==> src/rtl/dcache_pkg.sv <==
// Shared types and address-field helpers for the direct-mapped write-back data cache.
package dcache_pkg;

  typedef enum logic [1:0] {
    IDLE = 2'd0,
    WB   = 2'd1,
    FILL = 2'd2
  } state_t;

  localparam int LINE_ADDR_LEN_DEF = 2;
  localparam int SET_ADDR_LEN_DEF  = 3;

  // Bit positions of the index and tag fields inside a byte address.
  function automatic int index_lsb(input int line_len);
    return line_len + 2;
  endfunction

  function automatic int tag_lsb(input int line_len, input int set_len);
    return line_len + set_len + 2;
  endfunction

  function automatic int tag_len(input int line_len, input int set_len);
    return 32 - tag_lsb(line_len, set_len);
  endfunction

endpackage

==> src/rtl/dcache_array.sv <==
// Valid/dirty/tag/data storage: combinational reads, byte-enabled store port and line-refill port.
module dcache_array
  import dcache_pkg::*;
#(
  parameter int LINE_ADDR_LEN = LINE_ADDR_LEN_DEF,
  parameter int SET_ADDR_LEN  = SET_ADDR_LEN_DEF,
  parameter int TAG_ADDR_LEN  = tag_len(LINE_ADDR_LEN, SET_ADDR_LEN)
) (
  input  logic                     clk,
  input  logic                     rst,
  input  logic [SET_ADDR_LEN-1:0]  rd_idx,
  input  logic [LINE_ADDR_LEN-1:0] rd_off,
  output logic                     rd_valid,
  output logic                     rd_dirty,
  output logic [TAG_ADDR_LEN-1:0]  rd_tag,
  output logic [31:0]              rd_word,
  input  logic [SET_ADDR_LEN-1:0]  ln_idx,
  input  logic [LINE_ADDR_LEN-1:0] ln_off,
  output logic [31:0]              ln_word,
  input  logic                     st_en,
  input  logic [SET_ADDR_LEN-1:0]  st_idx,
  input  logic [LINE_ADDR_LEN-1:0] st_off,
  input  logic [31:0]              st_data,
  input  logic [3:0]               st_be,
  input  logic                     fl_en,
  input  logic                     fl_last,
  input  logic [SET_ADDR_LEN-1:0]  fl_idx,
  input  logic [LINE_ADDR_LEN-1:0] fl_off,
  input  logic [31:0]              fl_data,
  input  logic [TAG_ADDR_LEN-1:0]  fl_tag
);

  localparam int SETS  = 1 << SET_ADDR_LEN;
  localparam int DEPTH = 1 << (SET_ADDR_LEN + LINE_ADDR_LEN);

  logic [SETS-1:0]         valid_reg;
  logic [SETS-1:0]         dirty_reg;
  logic [TAG_ADDR_LEN-1:0] tag_mem [SETS];

  logic [SET_ADDR_LEN+LINE_ADDR_LEN-1:0] rd_addr, ln_addr, st_addr, fl_addr;
  assign rd_addr = {rd_idx, rd_off};
  assign ln_addr = {ln_idx, ln_off};
  assign st_addr = {st_idx, st_off};
  assign fl_addr = {fl_idx, fl_off};

  // One storage array per byte lane so a store touches only its enabled lanes.
  genvar gi;
  generate
    for (gi = 0; gi < 4; gi++) begin : g_lane
      logic [7:0] lane_mem [DEPTH];

      always_ff @(posedge clk) begin
        if (fl_en) begin
          lane_mem[fl_addr] <= fl_data[gi*8 +: 8];
        end else if (st_en && st_be[gi]) begin
          lane_mem[st_addr] <= st_data[gi*8 +: 8];
        end
      end

      assign rd_word[gi*8 +: 8] = lane_mem[rd_addr];
      assign ln_word[gi*8 +: 8] = lane_mem[ln_addr];
    end
  endgenerate

  always_ff @(posedge clk) begin
    if (fl_en && fl_last) begin
      tag_mem[fl_idx] <= fl_tag;
    end
  end

  always_ff @(posedge clk) begin
    if (rst) begin
      valid_reg <= '0;
      dirty_reg <= '0;
    end else if (fl_en && fl_last) begin
      valid_reg[fl_idx] <= 1'b1;
      dirty_reg[fl_idx] <= 1'b0;
    end else if (st_en) begin
      dirty_reg[st_idx] <= 1'b1;
    end
  end

  assign rd_valid = valid_reg[rd_idx];
  assign rd_dirty = dirty_reg[rd_idx];
  assign rd_tag   = tag_mem[rd_idx];

endmodule

==> src/rtl/dcache_wb.sv <==
// Direct-mapped write-back, write-allocate data cache; miss stalls the pipeline while lines move.
module dcache_wb
  import dcache_pkg::*;
#(
  parameter int LINE_ADDR_LEN = LINE_ADDR_LEN_DEF,
  parameter int SET_ADDR_LEN  = SET_ADDR_LEN_DEF,
  parameter int TAG_ADDR_LEN  = tag_len(LINE_ADDR_LEN, SET_ADDR_LEN)
) (
  input  logic        clk,
  input  logic        rst,
  input  logic        rd_req,
  input  logic        wr_req,
  input  logic [31:0] addr,
  input  logic [31:0] wr_data,
  input  logic [3:0]  wr_be,
  output logic [31:0] rd_data,
  output logic        miss,
  output logic        mem_rd_req,
  output logic        mem_wr_req,
  output logic [31:0] mem_addr,
  output logic [31:0] mem_wdata,
  input  logic [31:0] mem_rdata,
  input  logic        mem_ack
);

  localparam int IDX_LSB = index_lsb(LINE_ADDR_LEN);
  localparam int TAG_LSB = tag_lsb(LINE_ADDR_LEN, SET_ADDR_LEN);
  localparam logic [LINE_ADDR_LEN-1:0] LAST_BEAT = '1;

  logic [LINE_ADDR_LEN-1:0] off;
  logic [SET_ADDR_LEN-1:0]  idx;
  logic [TAG_ADDR_LEN-1:0]  tag;
  logic                     unused_byte_bits;

  assign off = addr[IDX_LSB-1:2];
  assign idx = addr[TAG_LSB-1:IDX_LSB];
  assign tag = addr[31:TAG_LSB];
  assign unused_byte_bits = ^addr[1:0];

  state_t                   state_reg;
  logic [LINE_ADDR_LEN-1:0] cnt_reg;
  logic [LINE_ADDR_LEN-1:0] cnt_next;
  logic [SET_ADDR_LEN-1:0]  miss_idx_reg;
  logic [TAG_ADDR_LEN-1:0]  miss_tag_reg;
  logic [TAG_ADDR_LEN-1:0]  victim_tag_reg;

  logic                     line_valid, line_dirty;
  logic [TAG_ADDR_LEN-1:0]  line_tag;
  logic [31:0]              cpu_word, line_word;
  logic [SET_ADDR_LEN-1:0]  line_idx;
  logic [LINE_ADDR_LEN-1:0] line_off;
  logic                     req, hit, store_en, fill_en, fill_last;

  assign req       = rd_req | wr_req;
  assign hit       = (state_reg == IDLE) && line_valid && (line_tag == tag);
  assign miss      = req && !hit;
  assign rd_data   = (rd_req && hit) ? cpu_word : 32'h0;
  assign store_en  = !rst && wr_req && hit;
  assign fill_en   = !rst && (state_reg == FILL) && mem_ack;
  assign fill_last = (cnt_reg == LAST_BEAT);
  assign cnt_next  = cnt_reg + 1'b1;

  // The second read port pre-fetches the word the next write-back beat will carry.
  assign line_idx = (state_reg == IDLE) ? idx : miss_idx_reg;
  assign line_off = (state_reg == IDLE) ? '0 : cnt_next;

  dcache_array #(
    .LINE_ADDR_LEN(LINE_ADDR_LEN),
    .SET_ADDR_LEN (SET_ADDR_LEN),
    .TAG_ADDR_LEN (TAG_ADDR_LEN)
  ) u_array (
    .clk     (clk),
    .rst     (rst),
    .rd_idx  (idx),
    .rd_off  (off),
    .rd_valid(line_valid),
    .rd_dirty(line_dirty),
    .rd_tag  (line_tag),
    .rd_word (cpu_word),
    .ln_idx  (line_idx),
    .ln_off  (line_off),
    .ln_word (line_word),
    .st_en   (store_en),
    .st_idx  (idx),
    .st_off  (off),
    .st_data (wr_data),
    .st_be   (wr_be),
    .fl_en   (fill_en),
    .fl_last (fill_last),
    .fl_idx  (miss_idx_reg),
    .fl_off  (cnt_reg),
    .fl_data (mem_rdata),
    .fl_tag  (miss_tag_reg)
  );

  always_ff @(posedge clk) begin
    if (rst) begin
      state_reg      <= IDLE;
      cnt_reg        <= '0;
      mem_rd_req     <= 1'b0;
      mem_wr_req     <= 1'b0;
      mem_addr       <= 32'h0;
      mem_wdata      <= 32'h0;
      miss_idx_reg   <= '0;
      miss_tag_reg   <= '0;
      victim_tag_reg <= '0;
    end else begin
      case (state_reg)
        IDLE: begin
          if (req && !hit) begin
            miss_idx_reg <= idx;
            miss_tag_reg <= tag;
            cnt_reg      <= '0;
            if (line_valid && line_dirty) begin
              state_reg      <= WB;
              victim_tag_reg <= line_tag;
              mem_wr_req     <= 1'b1;
              mem_addr       <= {line_tag, idx, {LINE_ADDR_LEN{1'b0}}, 2'b00};
              mem_wdata      <= line_word;
            end else begin
              state_reg  <= FILL;
              mem_rd_req <= 1'b1;
              mem_addr   <= {tag, idx, {LINE_ADDR_LEN{1'b0}}, 2'b00};
            end
          end
        end
        WB: begin
          if (mem_ack) begin
            if (cnt_reg == LAST_BEAT) begin
              state_reg  <= FILL;
              cnt_reg    <= '0;
              mem_wr_req <= 1'b0;
              mem_wdata  <= 32'h0;
              mem_rd_req <= 1'b1;
              mem_addr   <= {miss_tag_reg, miss_idx_reg, {LINE_ADDR_LEN{1'b0}}, 2'b00};
            end else begin
              cnt_reg   <= cnt_next;
              mem_addr  <= {victim_tag_reg, miss_idx_reg, cnt_next, 2'b00};
              mem_wdata <= line_word;
            end
          end
        end
        FILL: begin
          if (mem_ack) begin
            if (cnt_reg == LAST_BEAT) begin
              state_reg  <= IDLE;
              cnt_reg    <= '0;
              mem_rd_req <= 1'b0;
              mem_addr   <= 32'h0;
            end else begin
              cnt_reg  <= cnt_next;
              mem_addr <= {miss_tag_reg, miss_idx_reg, cnt_next, 2'b00};
            end
          end
        end
        default: state_reg <= IDLE;
      endcase
    end
  end

endmodule
==> config.mk <==
export PLATFORM = sky130hd
export DESIGN_NAME = dcache_wb
export DESIGN_NICKNAME = d
export VERILOG_FILES = /design/src/rtl/dcache_pkg.sv /design/src/rtl/dcache_array.sv /design/src/rtl/dcache_wb.sv
export SDC_FILE = /design/constraint.sdc
export NUM_CORES = 2
export LEC_CHECK = 0
export CAP_MARGIN = 20
export CORE_MARGIN = 5
export CORE_UTILIZATION = 35
export CTS_BUF_LIST = sky130_fd_sc_hd__clkbuf_16
export CTS_CLUSTER_DIAMETER = 120
export DETAILED_ROUTE_END_ITERATION = 10
export HOLD_SLACK_MARGIN = 0.15
export RECOVER_POWER = 50
export SLEW_MARGIN = 5
export SYNTH_ARGS = -nofsm -noshare
export SYNTH_HDL_FRONTEND = slang
export SYNTH_SLANG_ARGS = --single-unit
==> constraint.sdc <==
create_clock -name clk -period 6.6 [get_ports clk]
set_input_delay 1.98 -clock clk [delete_from_list [all_inputs] [get_ports clk]]
set_output_delay 1.98 -clock clk [all_outputs]
set_load 0.05 [all_outputs]
==> out/metrics.yaml <==
grt_pass1_vias: 43700
yosysTopAreaCellShare_pct: 58.3
tightest_slew_ns: 2.22
die_h_um: 435
cts_max_level: 4
fin_skew_ns: 0.0283
worstPathCellList: "buf_16 > mux2_4 > a32oi_2 > a31oi_4 > xnor2_1 > buf_4 > nand4_1 > or4b_4 > nor2_4 > nand2_4 > buf_12 > buf_12 > a311oi_4 > buf_12 > buf_12"
fmax_mhz: 144
synthAdderAreaFrac_pct: 0.0992
violations: "capacitance limit, slew limit, setup timing"
root_buffer: "clkbuf_16"
grt_max_degree: 117
synth_compound_area_share_pct: 9.79
ctsHoldBuffers: 0
cp_data_required_time_ns: 4.62
cts_tree: "built"
grt_use_total_pct: 22.8
critPathCapture: "rd_data[14]"
wl_um: 221000
setup_viol: 33
finalSetupTns_ns: -8.98
largest_reg_flops: 1024
netlist_instances: 4483
dp_hpwl_um: 141000
rr_endpoint: "u_array.dirty_reg[5]$_SDFFE_PP0P_"
min_path_type: "register to register"
reg.largest.list: "u_array.g_lane.lane_mem: 1024 flops, u_array.tag_mem: 200 flops, mem_wdata: 32 flops"
antenna_found_initial: 7
cp_slowest_cell: "or4b_4"
regMostFlops: "u_array.g_lane.lane_mem"
fin_cells: 7357
syn-cell-area_mm2: 0.0631
fp-row-count: 155
start_kind: "primary input"
clockBufferDepth: 3
yosysWarnings: 0
synth_edf_count: 1224
core_area_mm2: 0.179
cp_common_cell: "buf_12"
swShare_pct: 28.6
synth_area_per_cell_um2: 14.1
synth.largest_area_cell: "edfxtp_1"
synth.most_common_cell: "edfxtp_1"
crit_path_max_fanout: 7
synth-xor-area-share_pct: 0.319
die_x_um: 435
ys.flop_type: "edfxtp_1"
fp.dieArea_mm2: 0.189
synth.area.top_cells: "edfxtp_1 (58%), mux4_2 (11%), dfxtp_1 (4.3%)"
route.detailed.drc: 0
power.switching_w: 0.00618
pwr-share-seq_pct: 44.5
path_class: "primary input to primary output"
r2r_slack_ns: 1.82
crit_start: "addr[5]"
clk_latency_ns: 0.80
power.clock.fraction_pct: 37.6
slew_headroom_pct: -52.2
drt_iter0_markers: 5714
nFillCells: 16100
numCtsBuffers: 147
maxSlewViolCount: 102
p_comb_share_pct: 17.9
ys_seq_elements: 1361
clock_sinks: 1361
ys_types: 74
via_per_inst: 6.08
hold_viol_final: 0
num_vias: 44800
grt_overflow_total: 0
dp_cells: 7054
area_growth_pct: 21.6
status: "complete, but fails checks"
end_kind: "primary output"
arrival_ns: 4.98
fin_ws_ns: -0.363
nets: 4987
peakVddDrop_v: 0.000220
min_period_over_period_pct: 105
cpPeakStageDelay_ns: 0.55
grt_pass1_wl_um: 313000
fin_crit_ns: 6.96
gp_congestion: 0.893
maxCapViolCount: 6
synthMuxAreaShare_pct: 16.3
r2r_cells: 11
powerDensity_mw_per_mm2: 282
synthTopCellsByCount: "edfxtp_1 (1224), nand2_1 (665), mux4_2 (320)"
path_clk_slew_ns: 0.06
power_leakage_nw: 25.8
ant_nets: 0
numPortBuffers: 199
async_reset_ff_share_pct: 0
rsz0062_at_grt: "true"
first_pass_iters: 6
power_w: 0.0216
internal_power_w: 0.0154
initial_core_util_pct: 35.3
synthSimpleGateAreaFrac_pct: 8.25
ios: 204
synth_top_family_by_area: "multiplexers"
drive_above_1_share_pct: 23.7
ys_seq_area_share_pct: 62.6
wl_per_cell_um: 30.0
r2r-start: "u_array.tag_mem[3][4]$_DFFE_PP_"
## power groups by stage
stage / registers [W] / logic (W) / clock network (W)
6_report: 0.00963 / 0.00386 / 0.00813
5_1_grt: 0.00964 / 0.00405 / 0.00859
4_1_cts: 0.00963 / 0.00383 / 0.00823
3_5_place_dp: 0.00981 / 0.00378 / 0
3_3_place_gp: 0.00981 / 0.00376 / 0
2_1_floorplan: 0.00999 / 0.00207 / 0
## cells in the final DEF (no fill, tap or decap), drive strengths merged, types with 95 or more instances in the layout
master and instances:
nand2 665, a311oi 119, nand3 186, buf 457
o21ai 186, clkbuf 160, clkdlybuf4s50 95, o22ai 124
nor2 161, dfxtp 137, mux4 320, edfxtp 1224
mux2i 247, a221oi 96
## per-stage QoR
stage	instance area, um2	hold slack (ns)	utilization [%]	setup WS (ns)
floorplan	63500	0.432	-	-0.0704
global placement	71200	0.444	39.8	-0.751
detailed placement	71200	0.448	39.8	-0.657
CTS	76600	0.457	42.8	-0.366
global route	76700	0.475	42.9	-0.422
finish	76700	0.453	42.9	-0.363
## repair_timing
item / in CTS / in global routing
endpoints found under the setup margin: 33 / 33
pin swaps: 25 / 31
gates cloned: 2 / 2
setup buffers: 22 / 2
resized for setup: 84 / 20
## routing by layer
layer	global-route usage (%)	vias up	routed length [um]
li1	-	18700	-
met2	35.4	2676	100000
met3	5.59	444	23700
met5	0	-	27
met4	8.20	4	8610
met1	31.2	22900	87900
## worst min path at each step
| stage | from | endpoint | cells after the start |
|---|---|---|---|
| global placement | mem_addr[3]$_SDFFE_PP0P_ | mem_addr[3]$_SDFFE_PP0P_ | 2 |
| detailed placement | mem_addr[22]$_SDFFE_PP0P_ | mem_addr[22]$_SDFFE_PP0P_ | 2 |
| CTS | mem_addr[22]$_SDFFE_PP0P_ | mem_addr[22]$_SDFFE_PP0P_ | 2 |
| finish | mem_addr[22]$_SDFFE_PP0P_ | mem_addr[22]$_SDFFE_PP0P_ | 2 |
| global route | mem_addr[10]$_SDFFE_PP0P_ | mem_addr[10]$_SDFFE_PP0P_ | 2 |
| floorplan | u_array.valid_reg[4]$_SDFFE_PP0P_ | u_array.valid_reg[4]$_SDFFE_PP0P_ | 2 |
## cell type report
cell class | count | area (um2) | share of cell area, %
repair buffers | 627 | 6690 | 8.72
diodes | 2 | 5.00 | 0.00652
multi-input cells | 2725 | 22700 | 29.7
flip-flops and latches | 1361 | 39500 | 51.5
clock inverters | 122 | 997 | 1.30
clock buffers | 150 | 3750 | 4.89
well taps | 2355 | 2950 | 3.84
inverters | 15 | 62.6 | 0.0816
## worst max-delay path, delay by kind of cell
family          cells  cell delay [ns]
simple gates        4             0.89
compound gates      3             0.70
mux                 1             0.32
xor+xnor            1             0.17
buf+inv             6             0.89
## logic make-up after synthesis
| family | after synthesis |
|---|---|
| multiplexers | 619 |
| AO/OA/AOI/OAI | 875 |
| AND/OR/NAND/NOR | 1201 |
| other | 1 |
| XOR/XNOR | 23 |
| adder cells (fa/ha/maj) | 5 |
| flip-flops | 1361 |
| buffers and inverters | 398 |
Power figures use the tool's default switching activity.
